[config.mk]
export PLATFORM = sky130hd
export DESIGN_NAME = testbasic6_source
export DESIGN_NICKNAME = d
export VERILOG_FILES = /design/src/rtl/testbasic6_source.sv
export SDC_FILE = /design/constraint.sdc
export NUM_CORES = 1
export LEC_CHECK = 0
export CAP_MARGIN = 30
export CORE_UTILIZATION = 45
export CTS_BUF_LIST = sky130_fd_sc_hd__clkbuf_8 sky130_fd_sc_hd__clkbuf_16
export DETAILED_ROUTE_END_ITERATION = 6
export GPL_TIMING_DRIVEN = 1
export PLACE_DENSITY = 0.75
export RECOVER_POWER = 25
export SLEW_MARGIN = 25
export SYNTH_ARGS = -nofsm -noshare
export SYNTH_HDL_FRONTEND = slang
export SYNTH_SLANG_ARGS = --single-unit
[constraint.sdc]
create_clock -name clk -period 2.2 [get_ports clk]
set_input_delay 0.44 -clock clk [delete_from_list [all_inputs] [get_ports clk]]
set_output_delay 0.44 -clock clk [all_outputs]
set_load 0.02 [all_outputs]
[src/rtl/testbasic6_source.sv]
// testbasic6_source: producer for the two blocking input channels of the
// TestBasic6 consumer. Emits a counter value on channel 1 and, once that
// transfer completes, the value plus OFFSET on channel 2. The counter then
// advances by STEP. A pair limit of NUM_PAIRS (0 = unbounded) parks the FSM
// in a terminal DONE state.
// Optional build macro: TB6_SOURCE_IDLE_EN inserts one idle cycle (both
// requests low) between consecutive pairs.
module testbasic6_source #(
   parameter int START     = 4,
   parameter int STEP      = 1,
   parameter int OFFSET    = 100,
   parameter int NUM_PAIRS = 0
) (
   input  logic        clk,
   input  logic        rst,
   output logic [31:0] b_out,
   output logic        b_out_notify,
   input  logic        b_out_sync,
   output logic [31:0] b_out2,
   output logic        b_out2_notify,
   input  logic        b_out2_sync,
   output logic        done
);

`ifdef TB6_SOURCE_IDLE_EN
   typedef enum logic [1:0] {
      SEND1 = 2'd0,
      SEND2 = 2'd1,
      DONE  = 2'd2,
      IDLE  = 2'd3
   } state_t;
`else
   typedef enum logic [1:0] {
      SEND1 = 2'd0,
      SEND2 = 2'd1,
      DONE  = 2'd2
   } state_t;
`endif

   localparam logic [31:0] START_C     = 32'(START);
   localparam logic [31:0] STEP_C      = 32'(STEP);
   localparam logic [31:0] OFFSET_C    = 32'(OFFSET);
   localparam logic [31:0] NUM_PAIRS_C = 32'(NUM_PAIRS);

   state_t      state_r;
   logic [31:0] cnt_r;
   logic [31:0] pairs_r;

   // Pair sequencer: one transfer per handshake, all outputs registered.
   always_ff @(posedge clk or posedge rst) begin
      if (rst) begin
         state_r       <= SEND1;
         cnt_r         <= START_C;
         pairs_r       <= 32'd0;
         b_out         <= START_C;
         b_out_notify  <= 1'b1;
         b_out2        <= 32'd0;
         b_out2_notify <= 1'b0;
         done          <= 1'b0;
      end else begin
         case (state_r)
            SEND1: begin
               if (b_out_notify && b_out_sync) begin
                  state_r       <= SEND2;
                  b_out_notify  <= 1'b0;
                  b_out2        <= cnt_r + OFFSET_C;
                  b_out2_notify <= 1'b1;
               end else begin
                  state_r <= SEND1;
               end
            end
            SEND2: begin
               if (b_out2_notify && b_out2_sync) begin
                  cnt_r         <= cnt_r + STEP_C;
                  pairs_r       <= pairs_r + 32'd1;
                  b_out2_notify <= 1'b0;
                  if ((NUM_PAIRS_C != 32'd0) && ((pairs_r + 32'd1) == NUM_PAIRS_C)) begin
                     state_r <= DONE;
                     done    <= 1'b1;
                  end else begin
                     // Next channel 1 value is loaded now; its request is
                     // raised immediately or after the idle cycle.
                     b_out <= cnt_r + STEP_C;
`ifdef TB6_SOURCE_IDLE_EN
                     state_r <= IDLE;
`else
                     state_r      <= SEND1;
                     b_out_notify <= 1'b1;
`endif
                  end
               end else begin
                  state_r <= SEND2;
               end
            end
`ifdef TB6_SOURCE_IDLE_EN
            IDLE: begin
               state_r      <= SEND1;
               b_out_notify <= 1'b1;
            end
`endif
            DONE: begin
               state_r       <= DONE;
               b_out_notify  <= 1'b0;
               b_out2_notify <= 1'b0;
               done          <= 1'b1;
            end
            default: begin
               state_r       <= DONE;
               b_out_notify  <= 1'b0;
               b_out2_notify <= 1'b0;
               done          <= 1'b1;
            end
         endcase
      end
   end

endmodule

## After elaboration in Yosys (flattened, before gate mapping)

Cells that the tools add are included.

| cells by class | value |
|---|---|
| mux-type cells | 9 |
| reduce and logical (&&, ||, !) cells | 7 |
| eq/ne operators | 3 |
| $add $sub $neg | 2 |

Operators with widths:

| cell | count |
|---|---|
| $add 32x1->32 const B | 1 |
| $add 32x7->32 const B | 1 |
| $mux 1 | 6 |
| $reduce_and 2->1 | 3 |
| $ne 2x2->1 const B | 2 |
| $pmux 1 s2 | 2 |
| $pmux 2 s2 | 1 |
| $eq 2x1->1 const B | 1 |
| $logic_and 1x1->1 | 2 |
| $logic_not 2->1 | 1 |
| $reduce_or 2->1 | 1 |

| storage, ports and cells | value |
|---|---|
| bits in registers | 69 |
| input bits | 4 |

## Longest topological paths before layout

Gate-level depths: netlist of run 1.

| logic depth | value |
|---|---|
| word-level depth | 3 |
| gate-level depth with buffers | 6 |

## Least setup slack after synthesis of run 1

OpenSTA, ideal clock, no wires.

| timing | value |
|---|---|
| path kind | flip-flop to flip-flop |
| start point | reg, netlist name b_out[2] |
| end point | reg b_out[24] |
| buffers on the path | 1 |
| data arrival time | 2.153 ns |
| path slack | -0.086 ns |
| library setup time | 0.133 ns |
| clock period less this slack | 2.286 ns |
| stages on the path, launching flop included | 7 |
| cells stage by stage | dfstp_2 ha_1 nand2_1 or4_1 buf_2 or4_4 xnor2_2 |

RTL lines:

| what | line | text |
|---|---|---|
| end signal: assignment | 83 | `b_out <= cnt_r + STEP_C;` |
| end: declaration | 16 | `output logic [31:0] b_out,` |

## Final worst setup path of run 1

| timing | value |
|---|---|
| start point | reg b_out[2] |
| end point | out b_out[2] |

No word-level cell between the ends.

==> flow_summary.yaml, run 1 <==
status:
  status: "finished clean"
place:
  place.port_buffers: 70
  hpwl_mm: 6.13
  place.gp.congestion: 0.902
  place_inst: 537
pwr:
  power.static_leakage_nw: 2.06
  p_int_mw: 1.97
  swShare: 0.202
  power_density_nw_per_um2: 529
  pwr-share-seq: 0.515
  p_sw_mw: 0.498
  ir_worst_vdd_v: 0.000293
  pwr-share-comb: 0.013
  clkPwrFrac: 0.472
critical_path:
  cp.arrival_ns: 1.68
  crit_path_max_incr_delay_ns: 0.59
  cp_cell_sequence: "buf_4, clkdlybuf4s50_1"
  crit_slowest_cell: "dfstp_2"
  cp-end-kind: "output port"
  critPathKind: "flop to output port"
  cp_max_fo: 4
  startpoint_type: "flop"
  worstPathRequired_ns: 1.76
  crit_buf_inv: 2
  critPathTopFamily: "buffers and inverters"
final_layout:
  fin_cells: 553
  layout-drive-gt1-share: 0.143
  layout.nets: 455
  nFillCells: 608
  diodes: 0
  layout_commonest_cell: "clkdlybuf4s50_1"
  final_cell_mix: "69 x clkdlybuf4s50_1, 67 x dfrtp_1, 56 x nand2_1, 32 x buf_4, 30 x xnor2_1"
  area_growth_pct: 34.4
floorplanning:
  die_w_um: 89.8
  fp.dieH_um: 89.8
  die-area_um2: 8060
  core_um2: 7330
  io_pins: 71
  start_util: 0.473
  rows: 31
synthesis:
  yosysSeqAreaShare: 0.499
  synth_area_um2: 3470
  synth_cells: 362
  synth_top_area_share: 0.484
  synth.area.top_cells: "dfrtp_1 48%, xnor2_1 7.6%, nand2_1 6.1%"
  yosysUniqueCellTypes: 43
  synth-seq-cells: 69
  yosys_warnings: 0
  yosys.area.top_type: "dfrtp_1"
  syn-num-nets: 368
  syn_avg_cell_area_um2: 9.57
route:
  ant_nets: 0
  drt_iter0_markers: 202
  drc: 0
  dr_total_vias: 2978
  drt_pre_antenna_iters: 4
  drt-total-wl_mm: 8.64
  post_drt_via_cell_ratio: 5.39
  wire_per_inst_um: 15.6
sta:
  rsz0062_at_grt: "false"
  fin_skew_ns: 0.0106
  period_minus_slack_ns: 2.12
  fin_hold_ws_ns: 0.476
  slew_viol_final: 0
  finalHoldViolations: 0
  post-route-period-util: 0.963
  slew_headroom: 0.360
  finalSetupViolCount: 0
  max_freq_mhz: 472
  tightestPinTransition_ns: 0.959
clocking:
  holdBufCountCts: 0
  cts_buffers: 9
  postCtsSetupRepairBufs: 0
  cts_tree: "built"
  clkSinkCount: 69
  cts_root_buf: "clkbuf_8"
  cts_resized: 0
  cts.path.max_buffers: 2
  clkTransAtPathRegs_ns: 0.08
  htree_levels: 3
  worst_skew_pair.late_latency_ns: 0.35
global_route:
  grt_max_degree: 70
  first_global_vias: 2930
  grt_pass1_wl_mm: 14.4
  antenna_found_initial: 0
  gr-total-overflow: 0
  grt_use_total: 0.226
min_path:
  hold_path.class: "flop to flop"
run:
  maxCapViolations: 0
==> flip-flops by register name, summed over array words and instances, names as in the netlist <==
name and flops:
b_out2 32, b_out 32, state_r 2, b_out2_notify 1, b_out_notify 1, done 1
==> synthesized netlist by cell type <==
cell type and count:
mux2_2 1, nand2_1 56, xor2_1 15, mux2i_1 1, nand4b_4 1, a311oi_2 1, or4_1 3, nor4_1 10
a31oi_1 3, buf_4 1, clkbuf_1 10, and3_1 7, or2_2 5, a21oi_1 9, or4_4 2, o211ai_1 1
and4bb_2 1, nor2_1 25, nand2b_1 1, nand4bb_1 1, buf_2 11, xnor2_1 30, or2b_1 1, clkbuf_2 3
and2_1 2, xnor2_2 1, a211oi_1 1, buf_1 2, o311ai_0 2, nand4_2 1, nand3_1 17, dfrtp_1 67
or3_1 2, dfstp_2 2, inv_1 4, ha_1 2, a21o_1 1, nor3_1 12, and4_1 1, a211o_1 7
or4b_1 1, nand4_1 18, o21ai_0 20
==> cell families (layout without fill, tap and decap cells) <==
kind of cell	after synthesis	in the layout	synth area share
AND/OR/NAND/NOR	167	167	0.249
XOR/XNOR	46	46	0.118
multiplexers	2	2	0.00614
AO/OA/AOI/OAI	45	45	0.0809
flip-flops	69	69	0.499
adder cells (fa/ha/maj)	2	2	0.00722
buffers and inverters	31	123	0.0397
==> final timing paths <==
| path | depth (start not counted) | start | end | slack [ns] |
|---|---|---|---|---|
| setup / recovery | 2 | b_out[2] | b_out[2] | 0.08 |
| hold / removal | 1 | done | done | 0.48 |
| setup reg to reg | 5 | b_out[2] | b_out[24] | 0.16 |
| hold reg to reg | 1 | done | done | 0.48 |
| max in group asynchronous | 3 | rst | b_out[15] | 0.73 |
| min in group asynchronous | 3 | rst | b_out2[6] | 0.85 |
==> power by group through the flow <==
stage | Sequential (mW) | Combinational [mW] | Clock, mW
after detailed placement | 1.29 | 0.0383 | 0
after global placement | 1.29 | 0.0376 | 0
after CTS | 1.27 | 0.0384 | 1.18
after global routing | 1.27 | 0.0386 | 1.23
final | 1.27 | 0.0330 | 1.16
after floorplan | 1.29 | 0.0191 | 0
==> layout make-up <==
cell class                      instances  area (um^2)  share of cell area
Timing Repair Buffer                  103          948               0.204
Clock inverter                          5         73.8              0.0158
Multi-Input combinational cell        262         1620               0.347
Tap cell                               99          124              0.0266
Inverter                                4         15.0             0.00322
Sequential cell                        69         1730               0.371
Clock buffer                           11          151              0.0325
==> through the flow <==
step	total power, mW	setup WS, ns	instance area, um^2	TNS, ns	util
CTS	2.48	0.0709	4670	0	0.637
global placement	1.33	-0.112	4450	-0.173	0.606
global route	2.54	0.0330	4660	0	0.635
finish	2.46	0.0808	4660	0	0.635
floorplan	1.31	0.0234	3480	0	-
detailed placement	1.33	-0.199	4450	-0.570	0.606
==> layer usage <==
| metal | wire, um | global-route usage |
|---|---|---|
| met5 | 0 | 0 |
| met3 | 519 | 0.0482 |
| met2 | 4100 | 0.365 |
| met4 | 98 | 0.0874 |
| met1 | 3930 | 0.299 |
Note: power is estimated with default switching activity, not from simulation.
==> run 2, diff against run 1 <==
- CELL_PAD_IN_SITES_DETAIL_PLACEMENT: unset -> 0
- CELL_PAD_IN_SITES_GLOBAL_PLACEMENT: unset -> 1
- CORE_UTILIZATION: 45 -> 35
- PLACE_DENSITY: 0.75 -> 0.77
==> flow_summary.yaml, run 2 (synthesis gave the netlist of run 1 again) <==
route:
  drc: 0
  post_drt_via_cell_ratio: 5.02
  drt_pre_antenna_iters: 4
  drt-total-wl_mm: 9.03
  wire_per_inst_um: 15.3
  drt_iter0_markers: 148
  dr_total_vias: 2960
  ant_nets: 0
status:
  status: "finished clean"
floorplanning:
  rows: 35
  io_pins: 71
  core_um2: 9420
  start_util: 0.368
  die_w_um: 102
  die-area_um2: 10300
  fp.dieH_um: 102
critical_path:
  startpoint_type: "flop"
  r2r_start: "b_out[3]"
  cp.arrival_ns: 1.69
  crit_path_start: "b_out[2]"
  worstPathRequired_ns: 1.76
  critPathKind: "flop to output port"
  r2r_cells: 5
  rrSetupSlack_ns: 0.22
  cp_max_fo: 4
  cp-end-kind: "output port"
  crit_end: "b_out[2]"
  timing.rr.end: "b_out2[30]"
final_layout:
  layout.nets: 463
  area_growth_pct: 37.7
  layout-drive-gt1-share: 0.158
  diodes: 0
  fin_area_um2: 4770
  fin_util: 0.507
  layout_commonest_cell: "clkdlybuf4s50_1"
  final_cell_mix: "69 x clkdlybuf4s50_1, 67 x dfrtp_1, 56 x nand2_1, 38 x buf_4, 30 x xnor2_1"
  reg.largest.list: "b_out2: 32 flops, b_out: 32 flops, state_r: 2 flops"
sta:
  finalSetupViolCount: 0
  slew_viol_final: 0
  finalHoldViolations: 0
  tightestPinTransition_ns: 0.889
  fin_skew_ns: 0.00943
  tns_ns: 0
  period_minus_slack_ns: 2.13
  slew_headroom: 0.407
  max_freq_mhz: 469
  post-route-period-util: 0.969
  rsz0062_at_grt: "false"
  fin_hold_ws_ns: 0.479
clocking:
  clkTransAtPathRegs_ns: 0.08
  htree_levels: 3
  postCtsSetupRepairBufs: 0
  cts_tree: "built"
  cts_root_buf: "clkbuf_8"
  worst_skew_pair.late_latency_ns: 0.34
  clkSinkCount: 69
  cts_buffers: 9
  cts.path.max_buffers: 2
global_route:
  gr-total-overflow: 0
  grt_use_total: 0.190
  antenna_found_initial: 0
  grt_max_degree: 29
  first_global_vias: 2834
  grt_pass1_wl_mm: 14.8
place:
  place.port_buffers: 70
  hpwl_mm: 6.72
  place.gp.congestion: 0.872
  place_area_um2: 4570
run:
  maxCapViolations: 0
pwr:
  ir_worst_vdd_v: 0.000360
  p_total_mw: 2.52
  power_density_nw_per_um2: 528
  power.static_leakage_nw: 2.11
min_path:
  min-delay-start: "b_out2[18]"
  hold_path.class: "flop to flop"
[run 2: critical path, stage by stage, from the launching register on]
cell,delay (ns)
dfstp_2,0.60
buf_4,0.15
clkdlybuf4s50_1,0.60
[run 2: repair_timing]
action,in CTS,in global routing
hold buffers,0,0
endpoints found under the setup margin,0,2
resized for setup,0,1
[run 2: report_power, final]
part | leakage [nW] | switching [mW] | internal (mW)
clock | 0.120 | 0.480 | 0.739
sequential | 0.947 | 0 | 1.27
combinational | 1.04 | 0.0276 | 0.00611
total | 2.11 | 0.508 | 2.01
[run 2: through the flow]
step                setup WS, ns  std cells
finish                    0.0681        590
global placement          -0.125        575
floorplan                 0.0234        362
global route              0.0126        590
CTS                       0.0422        590
detailed placement        -0.138        575
[run 2: per-layer routing]
metal	part of all wire	GRT usage	up-vias
li1	-	-	1450
met1	0.50	0.267	1429
met2	0.45	0.293	71
met3	0.040	0.0380	10
met4	0.012	0.0624	0
met5	0	0	-
[run 2: cell type report]
type	instances	area, um^2
clock inverter	6	104
timing repair buffer	111	1020
sequential	69	1730
tap	129	161
multi-input combinational	262	1620
clock buffer	9	124
inverter	4	15.0
fill	894	4640
[run 2: worst min-delay path by stage]
stage / slack [ns] / endpoint / cells after the start
floorplan: 0.45 / b_out_notify / 1
global placement: 0.45 / done / 1
detailed placement: 0.45 / done / 1
CTS: 0.48 / b_out2[8] / 2
global route: 0.50 / b_out2[12] / 2
finish: 0.48 / b_out2[18] / 2
==> run 3, diff against run 2 <==
- CORE_UTILIZATION: 35 -> 36
- CTS_BUF_LIST: sky130_fd_sc_hd__clkbuf_8 sky130_fd_sc_hd__clkbuf_16 -> sky130_fd_sc_hd__clkbuf_4 sky130_fd_sc_hd__clkbuf_8
- PLACE_DENSITY: 0.77 -> 0.76
==> flow_summary.yaml, run 3 (synthesis gave the netlist of run 1 again) <==
sta:
  tightestPinTransition_ns: 1.00
  finalHoldViolations: 0
  max_freq_mhz: 471
  period_minus_slack_ns: 2.12
  finalSetupViolCount: 0
  fin_skew_ns: 0.00983
  post-route-period-util: 0.965
  slew_headroom: 0.331
  slew_viol_final: 0
  rsz0062_at_grt: "false"
route:
  post_drt_via_cell_ratio: 5.01
  drc: 0
  ant_nets: 0
  dr_total_vias: 2952
  drt-total-wl_mm: 8.95
  drt_pre_antenna_iters: 4
  drt_iter0_markers: 163
  wire_per_inst_um: 15.2
pwr:
  ir_worst_vdd_v: 0.000319
  power.static_leakage_nw: 2.08
  power_density_nw_per_um2: 494
clocking:
  cts_buffers: 9
  clkSinkCount: 69
  htree_levels: 3
  worst_skew_pair.late_latency_ns: 0.34
  clkTransAtPathRegs_ns: 0.08
  postCtsSetupRepairBufs: 0
  cts_tree: "built"
  cts.path.max_buffers: 2
  cts_root_buf: "clkbuf_8"
critical_path:
  r2r_cells: 5
  rrSetupSlack_ns: 0.16
  startpoint_type: "flop"
  worstPathRequired_ns: 1.76
  critPathKind: "flop to output port"
  crit_end: "b_out[2]"
  crit_path_start: "b_out[2]"
  r2r_start: "b_out[2]"
  cp_max_fo: 4
  timing.rr.end: "b_out[24]"
  cp.arrival_ns: 1.68
  cp-end-kind: "output port"
global_route:
  grt_pass1_wl_mm: 15.0
  first_global_vias: 2881
  gr-total-overflow: 0
  antenna_found_initial: 0
  grt_max_degree: 30
  grt_use_total: 0.192
floorplanning:
  die_w_um: 100
  die-area_um2: 10000
  fp.dieH_um: 100
  rows: 35
  io_pins: 71
  start_util: 0.373
  core_um2: 9280
run:
  maxCapViolations: 0
place:
  place.port_buffers: 70
  place_inst: 573
  place.gp.congestion: 0.848
  hpwl_mm: 6.66
final_layout:
  multi_input_comb_area_um2: 1620
  diodes: 0
  area_growth_pct: 36.9
  fin_util: 0.511
  layout-drive-gt1-share: 0.159
  layout.nets: 461
  final_cell_mix: "68 x clkdlybuf4s50_1, 67 x dfrtp_1, 56 x nand2_1, 37 x buf_4, 30 x xnor2_1"
  reg.largest.list: "b_out2: 32 flops, b_out: 32 flops, state_r: 2 flops"
  fin_cells: 589
  regArea_um2: 1730
  layout_commonest_cell: "clkdlybuf4s50_1"
  nFillCells: 903
status:
  status: "finished clean"
min_path:
  min-delay-start: "done"
  hold_path.class: "flop to flop"
run 3: worst min path at each step:
stage / to / cells past startpoint / slack, ns
CTS: b_out[9] / 2 / 0.48
global placement: done / 1 / 0.46
floorplan: b_out_notify / 1 / 0.45
global route: b_out2[17] / 2 / 0.51
finish: done / 1 / 0.48
detailed placement: done / 1 / 0.45
run 3: layout make-up:
class / instances / share of cell area
clock inverters: 7 / 0.0161
clock buffers: 9 / 0.0261
inverters: 4 / 0.00316
well taps: 129 / 0.0340
repair buffers: 109 / 0.215
multi-input cells: 262 / 0.342
flip-flops and latches: 69 / 0.364
run 3: metal layers:
metal	vias up	global-route usage	routed length (um)
li1	1446	-	-
met1	1436	0.279	4500
met2	64	0.294	4040
met3	6	0.0286	333
met4	0	0.0658	72
met5	-	0	0
run 3: what timing repair did:
| item | in CTS | in global routing |
|---|---|---|
| gates resized for setup | 0 | 1 |
| hold endpoints to repair | 0 | 0 |
| setup endpoints to repair | 0 | 2 |
| hold buffers | 0 | 0 |
run 3: worst max-delay path, cell delays in order, from the launching register on:
cell and delay (ns):
dfstp_2 0.60, buf_4 0.15, clkdlybuf4s50_1 0.59
run 3: stage by stage:
step	total power, mW	setup slack (ns)	setup TNS, ns	hold slack (ns)	instance area [um^2]
CTS	2.37	0.0531	0	0.483	4740
detailed placement	1.34	-0.158	-0.474	0.449	4540
finish	2.35	0.0777	0	0.477	4750
floorplan	1.31	0.0234	0	0.453	3480
global placement	1.34	-0.120	-0.203	0.456	4540
global route	2.45	0.0148	0	0.511	4750
run 3: power by group:
part / switching (mW) / internal (mW)
clock network: 0.511 / 0.527
registers: 0 / 1.27
logic: 0.0287 / 0.0117
